==> src/rtl/write_s.sv <==
// write_s: reads 64 S values of an 8x8 block from DPRAM, shifts and
// clips each to 8 bits, and writes 32 packed pixel pairs to SRAM.
// Ports: CLOCK_50_I/Resetn, WS_start/WS_done/WS_busy handshake,
// base_address/row_stride block placement, DP_read_* DPRAM port,
// SRAM_address/SRAM_write_data/SRAM_we_n SRAM write port.
module write_s #(
  parameter logic [6:0] DP_BASE = 7'd64,
  parameter int         SHIFT   = 16
) (
  input  logic        CLOCK_50_I,
  input  logic        Resetn,
  input  logic        WS_start,
  output logic        WS_done,
  output logic        WS_busy,
  input  logic [17:0] base_address,
  input  logic [8:0]  row_stride,
  output logic [6:0]  DP_read_address,
  input  logic [31:0] DP_read_data,
  output logic [17:0] SRAM_address,
  output logic [15:0] SRAM_write_data,
  output logic        SRAM_we_n
);

  typedef enum logic [1:0] {
    S_WS_IDLE,
    S_WS_READ,
    S_WS_DRAIN,
    S_WS_DONE
  } ws_state_t;

  ws_state_t   state_q;
  logic [6:0]  cnt_q;
  logic [17:0] base_q;
  logic [8:0]  stride_q;
  logic [7:0]  even_q;

  logic [5:0]  elem;
  logic [31:0] shifted;
  logic [7:0]  pix;
  logic        pix_valid;
  logic [4:0]  wr_k;
  logic [11:0] row_off;
  logic [17:0] wr_addr;

  // cnt_q is the cycle number within the block; the data present in
  // cycle c belongs to element c-2 (one-cycle DPRAM latency).
  always_comb begin
    elem      = 6'(cnt_q - 7'd2);
    shifted   = 32'($signed(DP_read_data) >>> SHIFT);
    pix       = shifted[7:0];
    if (shifted[31])
      pix = 8'h00;
    else if (|shifted[30:8])
      pix = 8'hFF;
    pix_valid = (state_q == S_WS_READ || state_q == S_WS_DRAIN)
              && cnt_q >= 7'd2 && cnt_q <= 7'd65;
    wr_k      = elem[5:1];
    row_off   = 12'(wr_k[4:2]) * 12'(stride_q);
    wr_addr   = base_q + 18'(row_off) + 18'(wr_k[1:0]);
  end

  always_ff @(posedge CLOCK_50_I or negedge Resetn) begin
    if (!Resetn) begin
      state_q         <= S_WS_IDLE;
      cnt_q           <= '0;
      base_q          <= '0;
      stride_q        <= '0;
      even_q          <= '0;
      WS_done         <= 1'b0;
      WS_busy         <= 1'b0;
      DP_read_address <= DP_BASE;
      SRAM_address    <= '0;
      SRAM_write_data <= '0;
      SRAM_we_n       <= 1'b1;
    end else begin
      SRAM_we_n <= 1'b1;
      WS_done   <= 1'b0;
      if (pix_valid) begin
        if (!elem[0]) begin
          even_q <= pix;
        end else begin
          SRAM_write_data <= {even_q, pix};
          SRAM_address    <= wr_addr;
          SRAM_we_n       <= 1'b0;
        end
      end
      unique case (state_q)
        S_WS_IDLE: begin
          if (WS_start) begin
            base_q          <= base_address;
            stride_q        <= row_stride;
            cnt_q           <= 7'd1;
            WS_busy         <= 1'b1;
            DP_read_address <= DP_BASE;
            state_q         <= S_WS_READ;
          end
        end
        S_WS_READ: begin
          cnt_q <= cnt_q + 7'd1;
          if (cnt_q == 7'd64)
            state_q <= S_WS_DRAIN;
          else
            DP_read_address <= DP_BASE + cnt_q;
        end
        S_WS_DRAIN: begin
          cnt_q <= cnt_q + 7'd1;
          if (cnt_q == 7'd66) begin
            WS_done <= 1'b1;
            state_q <= S_WS_DONE;
          end
        end
        S_WS_DONE: begin
          cnt_q   <= '0;
          WS_busy <= 1'b0;
          state_q <= S_WS_IDLE;
        end
      endcase
    end
  end

endmodule

==> config.mk <==
export PLATFORM = sky130hd
export DESIGN_NAME = write_s
export DESIGN_NICKNAME = d
export VERILOG_FILES = /design/src/rtl/write_s.sv
export SDC_FILE = /design/constraint.sdc
export NUM_CORES = 1
export LEC_CHECK = 0
export BUFFER_PORTS_ARGS = -buffer_cell sky130_fd_sc_hd__buf_2
export CORE_MARGIN = 2
export CORE_UTILIZATION = 60
export DETAILED_ROUTE_END_ITERATION = 8
export GPL_ROUTABILITY_DRIVEN = 1
export GPL_TIMING_DRIVEN = 0
export PLACE_DENSITY = 0.86
export SLEW_MARGIN = 20
export SYNTH_ARGS = -nofsm -noshare
export SYNTH_HDL_FRONTEND = slang
export SYNTH_SLANG_ARGS = --single-unit
==> constraint.sdc <==
create_clock -name CLOCK_50_I -period 11.9 [get_ports CLOCK_50_I]
set_clock_uncertainty 0.2 [all_clocks]
set_input_delay 2.38 -clock CLOCK_50_I [delete_from_list [all_inputs] [get_ports CLOCK_50_I]]
set_output_delay 2.38 -clock CLOCK_50_I [all_outputs]
set_load 0.1 [all_outputs]
# --- Yosys cells after proc, flatten, opt, wreduce, memory -nomap -nowiden ---
# Cells that the tools add are included.
totals:
  elab_cells: 60
  reg_bits: 88
classes:
  eq_ne: 9
  mux: 17
  reduce_logical: 14
  add_sub_neg: 5
  magnitude_cmp: 2
  bitwise_logic: 1
  multipliers: 1
op_table:
  columns: ["cell", "count"]
  rows:
  - ["2-to-1 mux 7 bit", 3]
  - ["case mux 7 bit (3 select lines)", 1]
  - ["adder 18 x 12 -> 18 bit", 1]
  - ["adder 18 x 2 -> 18 bit", 1]
  - ["2-to-1 mux 8 bit", 2]
  - ["equality test 7 bit, second input constant", 2]
  - ["case mux 7 bit (2 select lines)", 1]
  - ["multiplier 3 x 9 -> 12 bit", 1]
  - ["case mux 2 bit (4 select lines)", 1]
  - ["AND reduction 2 bit", 4]
  - ["OR reduction 8 bit", 1]
  - ["adder 7 x 1 -> 7 bit, second input constant", 1]
  - ["adder 7 bit, first input constant", 1]
  - ["greater-or-equal comparator 7 x 2 -> 1 bit, second input constant", 1]
  - ["<= comparator 7 bit, second input constant", 1]
  - ["2-to-1 mux 2 bit", 3]
  - ["AND reduction 3 bit", 2]
  - ["subtractor 6 x 2 -> 6 bit, second input constant", 1]
  - ["2-to-1 mux 1 bit", 5]
  - ["equality test 2 bit, second input constant", 2]
  - ["inequality test 2 x 1 -> 1 bit, second input constant", 2]
  - ["inequality test 2 bit, second input constant", 2]
  - ["nonzero test 2 bit", 2]
  - ["equality test 2 x 1 -> 1 bit, second input constant", 1]
  - ["other kinds (6)", 7]

# --- Logic depth before layout (Yosys ltp) ---
logic_depth:
  word_depth: 5
  depth_mapped: 17

# --- Least setup slack after synthesis ---
# OpenSTA, ideal clock, no wires.
synth_timing:
  path_kind: "flip-flop to flip-flop"
  start: "register cnt_q[1]"
  end: "register SRAM_address[15]"
  path_stages_with_launch: 17
  setup_slack_ps: 7281
  required_ps: 11631
  arrival_time_ps: 4349
  setup_time_ps: 69
  cell_sequence: "dfrtp_1 > inv_1 > ha_1 > nand2_1 > xor2_1 > nor2b_1 > fa_1 > inv_1 > fa_1 > inv_1 > ha_1 > and4_1 > a211o_1 > o41ai_2 > o21ai_1 > a311o_1 > nand3_1"
synth_via:
  elab_chain_len: 4
synth_rtl:
  columns: ["element", "line_no", "text"]
  rows:
  - ["from (decl)", "32", "logic [6:0] cnt_q;"]
  - ["from (signal assigned)", "99", "cnt_q <= cnt_q + 7'd1;"]
  - ["from (signal assigned)", "106", "cnt_q <= cnt_q + 7'd1;"]
  - ["subtractor 6 x 2 -> 6 bit or greater-or-equal comparator 7 x 2 -> 1 bit (tied branches)", "48, 56", null]
  - ["multiplier 3 x 9 -> 12 bit or logical AND 1 bit (tied branches)", "58, 56", null]
  - ["adder 18 x 12 -> 18 bit or logical AND 1 bit (tied branches)", "59, 56", null]
  - ["adder 18 x 2 -> 18 bit or AND reduction 2 bit (tied branches)", null, null]
  - ["to (signal assigned)", "83", "SRAM_address <= wr_addr;"]
  - ["to (decl)", "19", "output logic [17:0] SRAM_address,"]
# Parallel ways exist; a longest one is shown, timed or not.
# A chain may end at the register's enable or synchronous reset.

# --- Final worst setup path ---
# Same ends and word-level chain as after synthesis.

==> flow_metrics.py <==
metrics = {
    "synth": {
        "yosysMostFrequentCell": "dfrtp_1",
        "synthArstFlopShare_pct": 100,
        "synth_common_cells": "dfrtp_1 (86), inv_1 (59), mux2_2 (37), nand2_1 (32), o21ai_0 (30)",
        "syn_nets": 583,
        "synth_warnings": 0,
        "synth_edf_count": 0,
        "synth.distinct_cells": 50,
        "ys_seq_elements": 88,
        "synth.largest_area_cell": "dfrtp_1",
        "synth_flop_cell": "dfrtp_1",
        "synth_cells": 476,
        "synth_top_area_share_pct": 42.1,
        "syn_area_mm2": 0.00512,
        "syn-mean-instance-area_um2": 10.7,
        "yosys-top-cells-area": "dfrtp_1 (42%), mux2_2 (8.1%), fa_1 (7.0%)",
        "ys_seq_area_share_pct": 43.1,
    },
    "sta": {
        "finalSetupViolations": 0,
        "fmax_mhz": 185,
        "period_share_pct": 45.5,
        "worst_slew_pin_slew_ps": 850,
        "rsz0062_at_grt": "no",
        "slew-limit-headroom_pct": 42.9,
        "hold_viol_final": 0,
        "fin_crit_ps": 5410,
        "slew_violations": 0,
        "setup_tns_ps": 0,
    },
    "final_layout": {
        "fin_nets": 683,
        "finalInstanceArea_mm2": 0.00592,
        "drive_gt1_share_pct": 29.1,
        "antenna_cells": 0,
        "area_growth_pct": 15.6,
        "nFillCells": 616,
    },
    "global_routing": {
        "grt_pass1_vias": 3759,
        "grt_overflow": 0,
        "grt_pass1_wl_um": 17100,
        "grt_max_degree": 60,
        "antenna_found_initial": 0,
        "grt_usage_pct": 24.1,
    },
    "die": {
        "pin_count": 106,
        "coreArea_mm2": 0.00826,
        "dieHeight_um": 96.3,
        "dieWidth_um": 96.3,
        "start_util_pct": 62.0,
        "dieArea_mm2": 0.00928,
        "row_count": 33,
    },
    "worst_setup_path": {
        "r2r-end": "SRAM_address[15]",
        "cp_max_fo": 10,
        "ff2ff_setup_slack_ps": 6490,
        "ff2ff_path_depth": 16,
        "cp.required_ps": 12010,
        "arrival_ps": 5530,
        "r2r-start": "cnt_q[1]",
        "critical_path.startpoint_type": "flip-flop",
        "endpoint_kind": "flip-flop",
        "path_class": "flip-flop to flip-flop",
    },
    "routing": {
        "drtIter0Drc": 127,
        "wl_um": 10200,
        "ant_nets": 0,
        "drt-vias-per-instance": 5.41,
        "first_pass_iters": 4,
        "wl_per_cell_um": 14.8,
        "via_count": 3708,
        "route.detailed.drc": 0,
    },
    "worst_hold_path": {
        "min_path_cells": 2,
        "worstHoldPathType": "flip-flop to flip-flop",
        "min_from": "SRAM_address[3]",
        "worstHoldEndpoint": "SRAM_address[3]",
    },
    "clock_network": {
        "cts_buffer_depth": 2,
        "clock_latency_ps": 370,
        "cts-resized-gates": 0,
        "cts_buffers": 9,
        "cts_setup_buffers": 0,
        "cts_htree_levels": 3,
        "ctsHoldBuffers": 0,
        "cts_tree": "yes",
        "clock_sinks": 88,
        "cts_root_buf": "clkbuf_8",
        "cts.reportedPaths.clkPinSlew_ps": 100,
    },
    "placement": {
        "placed_area_mm2": 0.00572,
        "numPortBuffers": 88,
        "place_congestion": 0.919,
        "dpl.hpwl_um": 7880,
    },
    "status": {
        "outcome": "complete, no violations",
    },
    "flow_run": {
        "cap_violations": 0,
    },
}
-- worst max-delay path, stage by stage (launching register included) --
cell,delay [ps]
dfrtp_1,550
inv_1,160
ha_1,260
nand2_1,90
xor2_1,650
nor2b_1,160
fa_1,570
inv_1,50
fa_1,500
inv_1,40
ha_1,350
and4_1,200
a211o_1,320
o41ai_2,500
o21ai_1,260
a311o_1,410
nand3_1,90
-- through the flow --
| step | instances | hold WS (ps) | setup WS [ps] | util (%) |
|---|---|---|---|---|
| final | 686 | 285 | 6490 | 71.6 |
| after global routing | 686 | 317 | 6140 | 71.6 |
| after detailed placement | 670 | 272 | 6510 | 69.2 |
| after CTS | 686 | 294 | 6480 | 71.6 |
| after global placement | 669 | 264 | 6700 | 68.9 |
| after floorplan | 476 | 275 | 7280 | - |
-- worst max path at each step --
stage | to | slack, ps | cells after the start | startpoint
floorplan | SRAM_address[15] | 7280 | 16 | cnt_q[1]
global placement | SRAM_address[16] | 6700 | 16 | cnt_q[1]
detailed placement | SRAM_address[15] | 6510 | 16 | cnt_q[1]
CTS | SRAM_address[15] | 6480 | 16 | cnt_q[1]
global route | SRAM_address[15] | 6140 | 16 | cnt_q[1]
finish | SRAM_address[15] | 6490 | 16 | cnt_q[1]
-- layout by cell type, fill, tap and decap left out, types with 8 or more instances in the layout --
master / synthesis / layout
ha_1: 27 / 27
clkbuf_1: 9 / 9
and2_1: 8 / 8
nor2_1: 26 / 26
xor2_1: 9 / 9
mux2_4: 15 / 15
fa_1: 18 / 18
nand2_1: 32 / 32
o21ai_0: 30 / 30
nand3_1: 17 / 17
nor2b_1: 17 / 17
buf_2: 0 / 87
inv_1: 59 / 59
clkbuf_8: 0 / 9
a21oi_1: 12 / 12
xnor2_1: 8 / 8
dfrtp_1: 86 / 86
mux2_2: 37 / 37
-- registers in the layout (all words and copies together) (netlist names) --
register         cells
SRAM_address        18
base_q              18
SRAM_write_data     16
stride_q             9
even_q               8
DP_read_address      7
cnt_q                7
state_q              2
SRAM_we_n            1
WS_busy              1
WS_done              1
-- cell type report --
class	count	area [um2]	share of cell area, %
Clock buffer	9	124	2.09
Multi-Input combinational cell	313	2590	43.8
Clock inverter	7	73.8	1.25
Buffer	16	101	1.71
Inverter	59	221	3.74
Timing Repair Buffer	89	470	7.95
Sequential cell	88	2200	37.3
Tap cell	105	131	2.22
-- per-layer routing --
layer  global-route usage, %  vias to the layer above  wire (um)
met3                    5.64                       18        603
met1                    30.2                     1781       4370
met5                       0                        -          0
met4                    7.04                        0        166
li1                        -                     1794          -
met2                    41.7                      115       5040
-- kinds of logic after synthesis --
family / after synthesis / synth area share (%)
and+or+nand+nor: 126 / 12.4
buffers and inverters: 75 / 6.31
muxes: 54 / 12.9
AOI/OAI and AO/OA: 71 / 8.71
adders and majority gates: 45 / 13.6
xor gates and xnor gates: 17 / 2.91
DFF: 88 / 43.1
Power is left out: the tool's default activity adds up to more than one toggle a clock period on the data nets, which glitch-free logic cannot reach.
